==> config.mk <==
export PLATFORM = sky130hd
export DESIGN_NAME = inval_line_coalescer
export DESIGN_NICKNAME = d
export VERILOG_FILES = /design/src/rtl/inval_coalesce_pkg.sv /design/src/rtl/inval_cam_fifo.sv /design/src/rtl/inval_line_coalescer.sv
export SDC_FILE = /design/constraint.sdc
export NUM_CORES = 1
export LEC_CHECK = 0
export BUFFER_PORTS_ARGS = -buffer_cell sky130_fd_sc_hd__buf_2
export CAP_MARGIN = 40
export CORE_ASPECT_RATIO = 0.9
export CORE_UTILIZATION = 60
export DETAILED_ROUTE_END_ITERATION = 8
export PLACE_DENSITY_LB_ADDON = 0.08
export SYNTH_ARGS = -nofsm -noshare
export SYNTH_HDL_FRONTEND = slang
export SYNTH_SLANG_ARGS = --single-unit
==> constraint.sdc <==
create_clock -name clk_i -period 8.33 [get_ports clk_i]
set_input_delay 1.666 -clock clk_i [delete_from_list [all_inputs] [get_ports clk_i]]
set_output_delay 1.666 -clock clk_i [all_outputs]
set_load 0.02 [all_outputs]
==> src/rtl/inval_coalesce_pkg.sv <==
// Shared constants and helpers for the invalidation-line coalescer.
package inval_coalesce_pkg;

    localparam int unsigned StatsCntWidth = 32;

    function automatic int unsigned line_offset_bits(input int unsigned line_width);
        return $clog2(line_width);
    endfunction

endpackage

==> src/rtl/inval_cam_fifo.sv <==
// Depth-entry circular FIFO of line addresses with a parallel compare against all valid entries.
module inval_cam_fifo #(
    parameter int unsigned Depth = 4,
    parameter int unsigned Width = 60
) (
    input  logic                    clk_i,
    input  logic                    rst_ni,
    input  logic                    push_i,
    input  logic [Width-1:0]        push_line_i,
    input  logic                    pop_i,
    input  logic                    head_excl_i,
    input  logic [Width-1:0]        cmp_line_i,
    output logic                    match_o,
    output logic [Width-1:0]        head_line_o,
    output logic                    full_o,
    output logic                    empty_o,
    output logic [$clog2(Depth):0]  count_o
);

    localparam int unsigned PtrW = $clog2(Depth);
    localparam int unsigned CntW = PtrW + 1;

    typedef struct packed {
        logic             vld;
        logic [Width-1:0] line;
    } entry_t;

    entry_t          entries_q [Depth];
    entry_t          entries_d [Depth];
    logic [PtrW-1:0] wptr_q, wptr_d;
    logic [PtrW-1:0] rptr_q, rptr_d;
    logic [CntW-1:0] count_q, count_d;

    assign empty_o     = (count_q == '0);
    assign full_o      = (count_q == CntW'(Depth));
    assign count_o     = count_q;
    assign head_line_o = empty_o ? '0 : entries_q[rptr_q].line;

    // The head is left out of the compare when it is leaving this cycle.
    always_comb begin
        match_o = 1'b0;
        for (int unsigned i = 0; i < Depth; i++) begin
            if (entries_q[i].vld && (entries_q[i].line == cmp_line_i) &&
                !(head_excl_i && (PtrW'(i) == rptr_q))) begin
                match_o = 1'b1;
            end
        end
    end

    always_comb begin
        entries_d = entries_q;
        wptr_d    = wptr_q;
        rptr_d    = rptr_q;
        count_d   = count_q + CntW'(push_i) - CntW'(pop_i);
        if (pop_i) begin
            entries_d[rptr_q].vld = 1'b0;
            rptr_d                = rptr_q + 1'b1;
        end
        if (push_i) begin
            entries_d[wptr_q] = '{vld: 1'b1, line: push_line_i};
            wptr_d            = wptr_q + 1'b1;
        end
    end

    always_ff @(posedge clk_i or negedge rst_ni) begin
        if (!rst_ni) begin
            for (int unsigned i = 0; i < Depth; i++) begin
                entries_q[i] <= '0;
            end
            wptr_q  <= '0;
            rptr_q  <= '0;
            count_q <= '0;
        end else begin
            entries_q <= entries_d;
            wptr_q    <= wptr_d;
            rptr_q    <= rptr_d;
            count_q   <= count_d;
        end
    end

endmodule

==> src/rtl/inval_line_coalescer.sv <==
// Queues write invalidations as line addresses, merging duplicates already queued.
// Optional stats counters are enabled by defining INVAL_COALESCE_STATS_EN.
module inval_line_coalescer
    import inval_coalesce_pkg::*;
#(
    parameter int unsigned AddrWidth   = 64,
    parameter int unsigned L1LineWidth = 16,
    parameter int unsigned Depth       = 4
) (
    input  logic                    clk_i,
    input  logic                    rst_ni,
    input  logic                    en_i,
    input  logic [AddrWidth-1:0]    inval_addr_i,
    input  logic                    inval_valid_i,
    output logic                    inval_ready_o,
    output logic [AddrWidth-1:0]    inval_addr_o,
    output logic                    inval_valid_o,
    input  logic                    inval_ready_i,
    output logic [$clog2(Depth):0]  pending_o
`ifdef INVAL_COALESCE_STATS_EN
    ,
    output logic [StatsCntWidth-1:0] merged_cnt_o,
    output logic [StatsCntWidth-1:0] issued_cnt_o
`endif
);

    localparam int unsigned OffW  = line_offset_bits(L1LineWidth);
    localparam int unsigned LineW = AddrWidth - OffW;

    logic [LineW-1:0] in_line;
    logic [LineW-1:0] head_line;
    logic             match;
    logic             full;
    logic             empty;
    logic             pop;
    logic             push;
    logic             unused_off;

    assign in_line    = inval_addr_i[AddrWidth-1:OffW];
    assign unused_off = ^inval_addr_i[OffW-1:0];

    assign inval_valid_o = !empty;
    assign inval_addr_o  = {head_line, {OffW{1'b0}}};
    assign pop           = inval_valid_o && inval_ready_i;
    assign inval_ready_o = !en_i || match || !full || pop;
    // Disabled requests are acknowledged and dropped; matches are absorbed.
    assign push          = inval_valid_i && inval_ready_o && en_i && !match;

    inval_cam_fifo #(
        .Depth (Depth),
        .Width (LineW)
    ) u_cam_fifo (
        .clk_i       (clk_i),
        .rst_ni      (rst_ni),
        .push_i      (push),
        .push_line_i (in_line),
        .pop_i       (pop),
        .head_excl_i (pop),
        .cmp_line_i  (in_line),
        .match_o     (match),
        .head_line_o (head_line),
        .full_o      (full),
        .empty_o     (empty),
        .count_o     (pending_o)
    );

`ifdef INVAL_COALESCE_STATS_EN
    logic [StatsCntWidth-1:0] merged_cnt_q, merged_cnt_d;
    logic [StatsCntWidth-1:0] issued_cnt_q, issued_cnt_d;
    logic                     merge;

    assign merge        = inval_valid_i && en_i && match;
    assign merged_cnt_o = merged_cnt_q;
    assign issued_cnt_o = issued_cnt_q;

    always_comb begin
        merged_cnt_d = merged_cnt_q;
        issued_cnt_d = issued_cnt_q;
        if (merge && (merged_cnt_q != '1)) begin
            merged_cnt_d = merged_cnt_q + 1'b1;
        end
        if (pop && (issued_cnt_q != '1)) begin
            issued_cnt_d = issued_cnt_q + 1'b1;
        end
    end

    always_ff @(posedge clk_i or negedge rst_ni) begin
        if (!rst_ni) begin
            merged_cnt_q <= '0;
            issued_cnt_q <= '0;
        end else begin
            merged_cnt_q <= merged_cnt_d;
            issued_cnt_q <= issued_cnt_d;
        end
    end
`endif

`ifndef SYNTHESIS
    a_no_overflow : assert property (@(posedge clk_i) disable iff (!rst_ni)
        (push && full) |-> pop);
    a_addr_stable : assert property (@(posedge clk_i) disable iff (!rst_ni)
        (inval_valid_o && !inval_ready_i) |=> $stable(inval_addr_o));
    a_pending_max : assert property (@(posedge clk_i) disable iff (!rst_ni)
        pending_o <= ($clog2(Depth) + 1)'(Depth));
`endif

endmodule

==> impl_metrics.py <==
metrics = {
    "yosys": {
        "synth_seq_area_share_pct": 40.8,
        "yosysMostFrequentCell": "dfrtp_1",
        "synthArstFlopShare_pct": 100,
        "ys_warn_count": 0,
        "synthTopCellsByArea": "dfrtp_1 41%, mux2_4 23%, xor2_1 9.3%, mux4_2 8.8%, xnor2_1 4.5%",
        "netlist_instances": 1098,
        "yosysTopAreaCellShare_pct": 40.8,
        "synth_top_cell_by_area": "dfrtp_1",
        "yosysUniqueCellTypes": 37,
        "synthFlopType": "dfrtp_1",
        "syn-cell-area_um2": 15400,
        "ys_ff_latch": 251,
        "syn_avg_cell_area_um2": 14.0,
        "synth_edf_count": 0,
        "ys_top_cells_by_count": "251 x dfrtp_1, 238 x mux2_4, 164 x xor2_1",
    },
    "worst_setup_path": {
        "reg2reg_from": "u_cam_fifo.count_o[2]",
        "worst-r2r-setup-slack_ps": 3980,
        "critPathMaxFanout": 8,
        "critical_path_arrival_ps": 4540,
        "endpoint_kind": "output port",
        "cp_data_required_time_ps": 6660,
        "startpoint_type": "input port",
        "startpoint": "inval_addr_i[33]",
        "crit_type": "input port to output port",
    },
    "global_route": {
        "grt_overflow_total": 0,
        "met3_usage_pct": 9.81,
        "antenna_found_initial": 4,
        "grt_busiest_layer": "met2",
        "gr-usage-met2_pct": 47.0,
        "grt_max_degree": 163,
        "grt_pass1_vias": 9245,
        "grt_usage_pct": 31.9,
        "met1_usage_pct": 45.8,
        "grt_pass1_wl_um": 60900,
    },
    "timing": {
        "relSlewSlack_pct": 35.8,
        "clock_skew_ps": 23.2,
        "hold_violations": 0,
        "timing.final.crit_share_pct": 74.5,
        "fmax_ghz": 0.161,
        "finalSetupTns_ps": 0,
        "maxSlewViolCount": 0,
        "fin_hold_ws_ps": 545,
        "rsz0062_at_grt": "false",
        "worst_pin_slew_ps": 963,
        "finalSetupViolations": 0,
        "timing.final.ws_setup_ps": 2130,
        "period_needed_ps": 6200,
    },
    "job": {
        "cap_viol_max_count": 0,
    },
    "cts": {
        "clk_path_buf_depth": 3,
        "cts-root-buf": "clkbuf_16",
        "ctsResizeCount": 0,
        "cts_sinks": 251,
        "cts_setup_buffers": 0,
        "h-tree-depth": 1,
        "cts_tree": "built",
        "cts-buffers-inserted": 28,
        "hold_buffers": 0,
        "clk_pin_slew_ps": 60,
        "clk_latency_ps": 560,
    },
    "die": {
        "dieArea_um2": 26300,
        "core_area_um2": 25200,
        "die_y_um": 154,
        "initial_core_util_pct": 61.2,
        "ioPinCount": 138,
        "die_x_um": 171,
        "num_rows": 55,
    },
    "drt": {
        "first_iter_violations": 697,
        "wl_per_cell_um": 26.5,
        "dr.pass1.iters": 5,
        "via_count": 9067,
        "drt_wl_total_um": 40600,
        "vias_per_cell": 5.93,
        "ant_nets": 0,
        "drc": 0,
    },
    "placed_design": {
        "finalWeightedCongestion": 0.904,
        "dp_hpwl_um": 28300,
        "pre_cts_slack_ps": 2320,
        "io_buffers": 129,
        "dp.cells": 1479,
    },
    "layout": {
        "post-route-util_pct": 67.2,
        "nets": 1247,
        "drive_above_1_share_pct": 42.3,
        "instances_no_fill": 1530,
        "diodes": 0,
        "synthToLayoutAreaGrowth_pct": 9.92,
    },
    "status": {
        "outcome": "completed",
    },
    "pwr": {
        "power_density_nw_per_um2": 446,
        "peakVddDrop_v": 0.000287,
        "p_leak_nw": 7.46,
    },
    "hold_path": {
        "hp-class": "flip-flop to flip-flop",
        "min_from": "u_cam_fifo.entries_q[120]",
    },
}
-- sequential cells by signal (all words and copies together), names as in the netlist --
signal                cells
u_cam_fifo.rptr_q         2
u_cam_fifo.entries_q    244
u_cam_fifo.wptr_q         2
u_cam_fifo.count_o        3
-- final timing paths --
kind,endpoint,depth (start not counted)
max,inval_ready_o,7
min,u_cam_fifo.entries_q[120],1
max reg2reg,u_cam_fifo.entries_q[228],10
min reg2reg,u_cam_fifo.entries_q[120],1
max in group asynchronous,u_cam_fifo.rptr_q[0],2
min in group asynchronous,u_cam_fifo.entries_q[224],1
-- layer usage --
metal / part of all wire, % / vias to the layer above
met1: 44 / 4720
met3: 8.8 / 58
met2: 45 / 304
met4: 2.7 / 8
met5: 0.13 / -
li1: - / 3977
-- layout make-up --
type / instances / area, um2
clock buffers: 42 / 833
clock inverters: 9 / 60.1
inverters: 12 / 45.0
multi-input cells: 729 / 8430
fillers: 1916 / 8260
well taps: 342 / 428
repair buffers: 145 / 852
flip-flops and latches: 251 / 6290
-- critical path, cell delays in order --
cell	delay [ps]
buf_2	160
xor2_1	180
nor4_1	720
nand4_1	530
nor3_2	880
or4b_1	230
buf_2	160
-- power by group --
| group | total [W] | leakage, nW | switching (W) | internal (W) |
|---|---|---|---|---|
| combinational | 0.00382 | 4.00 | 0.00177 | 0.00205 |
| sequential | 0.00252 | 3.01 | 0.000679 | 0.00184 |
| clock | 0.00120 | 0.448 | 0.000515 | 0.000689 |
-- kinds of logic (layout without fill, tap and decap cells) --
logic type	Yosys count	count (layout)	synth area share [%]
buf+inv	121	208	4.63
xor+xnor	244	244	13.9
mux	301	301	32.2
other cells	1	4	0.0243
compound gates	10	10	0.739
flops	251	251	40.8
fa+ha+maj	11	11	0.942
simple gates	159	159	6.82
-- stage by stage --
stage | instance area (um2) | power (W)
2_1_floorplan | 15400 | 0.00518
3_3_place_gp | 15900 | 0.00623
3_5_place_dp | 16000 | 0.00632
4_1_cts | 16900 | 0.00755
5_1_grt | 16900 | 0.00791
6_report | 16900 | 0.00755
-- cell usage in the layout, fill, tap and decap left out, drive strengths merged --
cell | synthesis | layout
mux2 | 241 | 241
xor2 | 164 | 164
nor2b | 61 | 61
nor4 | 49 | 49
nor3 | 3 | 3
or2 | 2 | 2
o21ai | 4 | 4
mux4 | 60 | 60
o31a | 1 | 1
a21bo | 1 | 1
or4 | 1 | 1
o41ai | 1 | 1
or4b | 2 | 2
nor4b | 1 | 1
clkinv | 0 | 9
conb | 1 | 4
nor2 | 1 | 1
nand2 | 8 | 8
inv | 12 | 12
a21boi | 2 | 2
clkdlybuf4s15 | 0 | 1
nand3 | 3 | 3
ha | 10 | 10
buf | 82 | 144
xnor2 | 80 | 80
dfrtp | 251 | 251
fa | 1 | 1
clkbuf | 27 | 42
o22ai | 1 | 1
nand4 | 28 | 28
(Power assumes the default switching activity.)
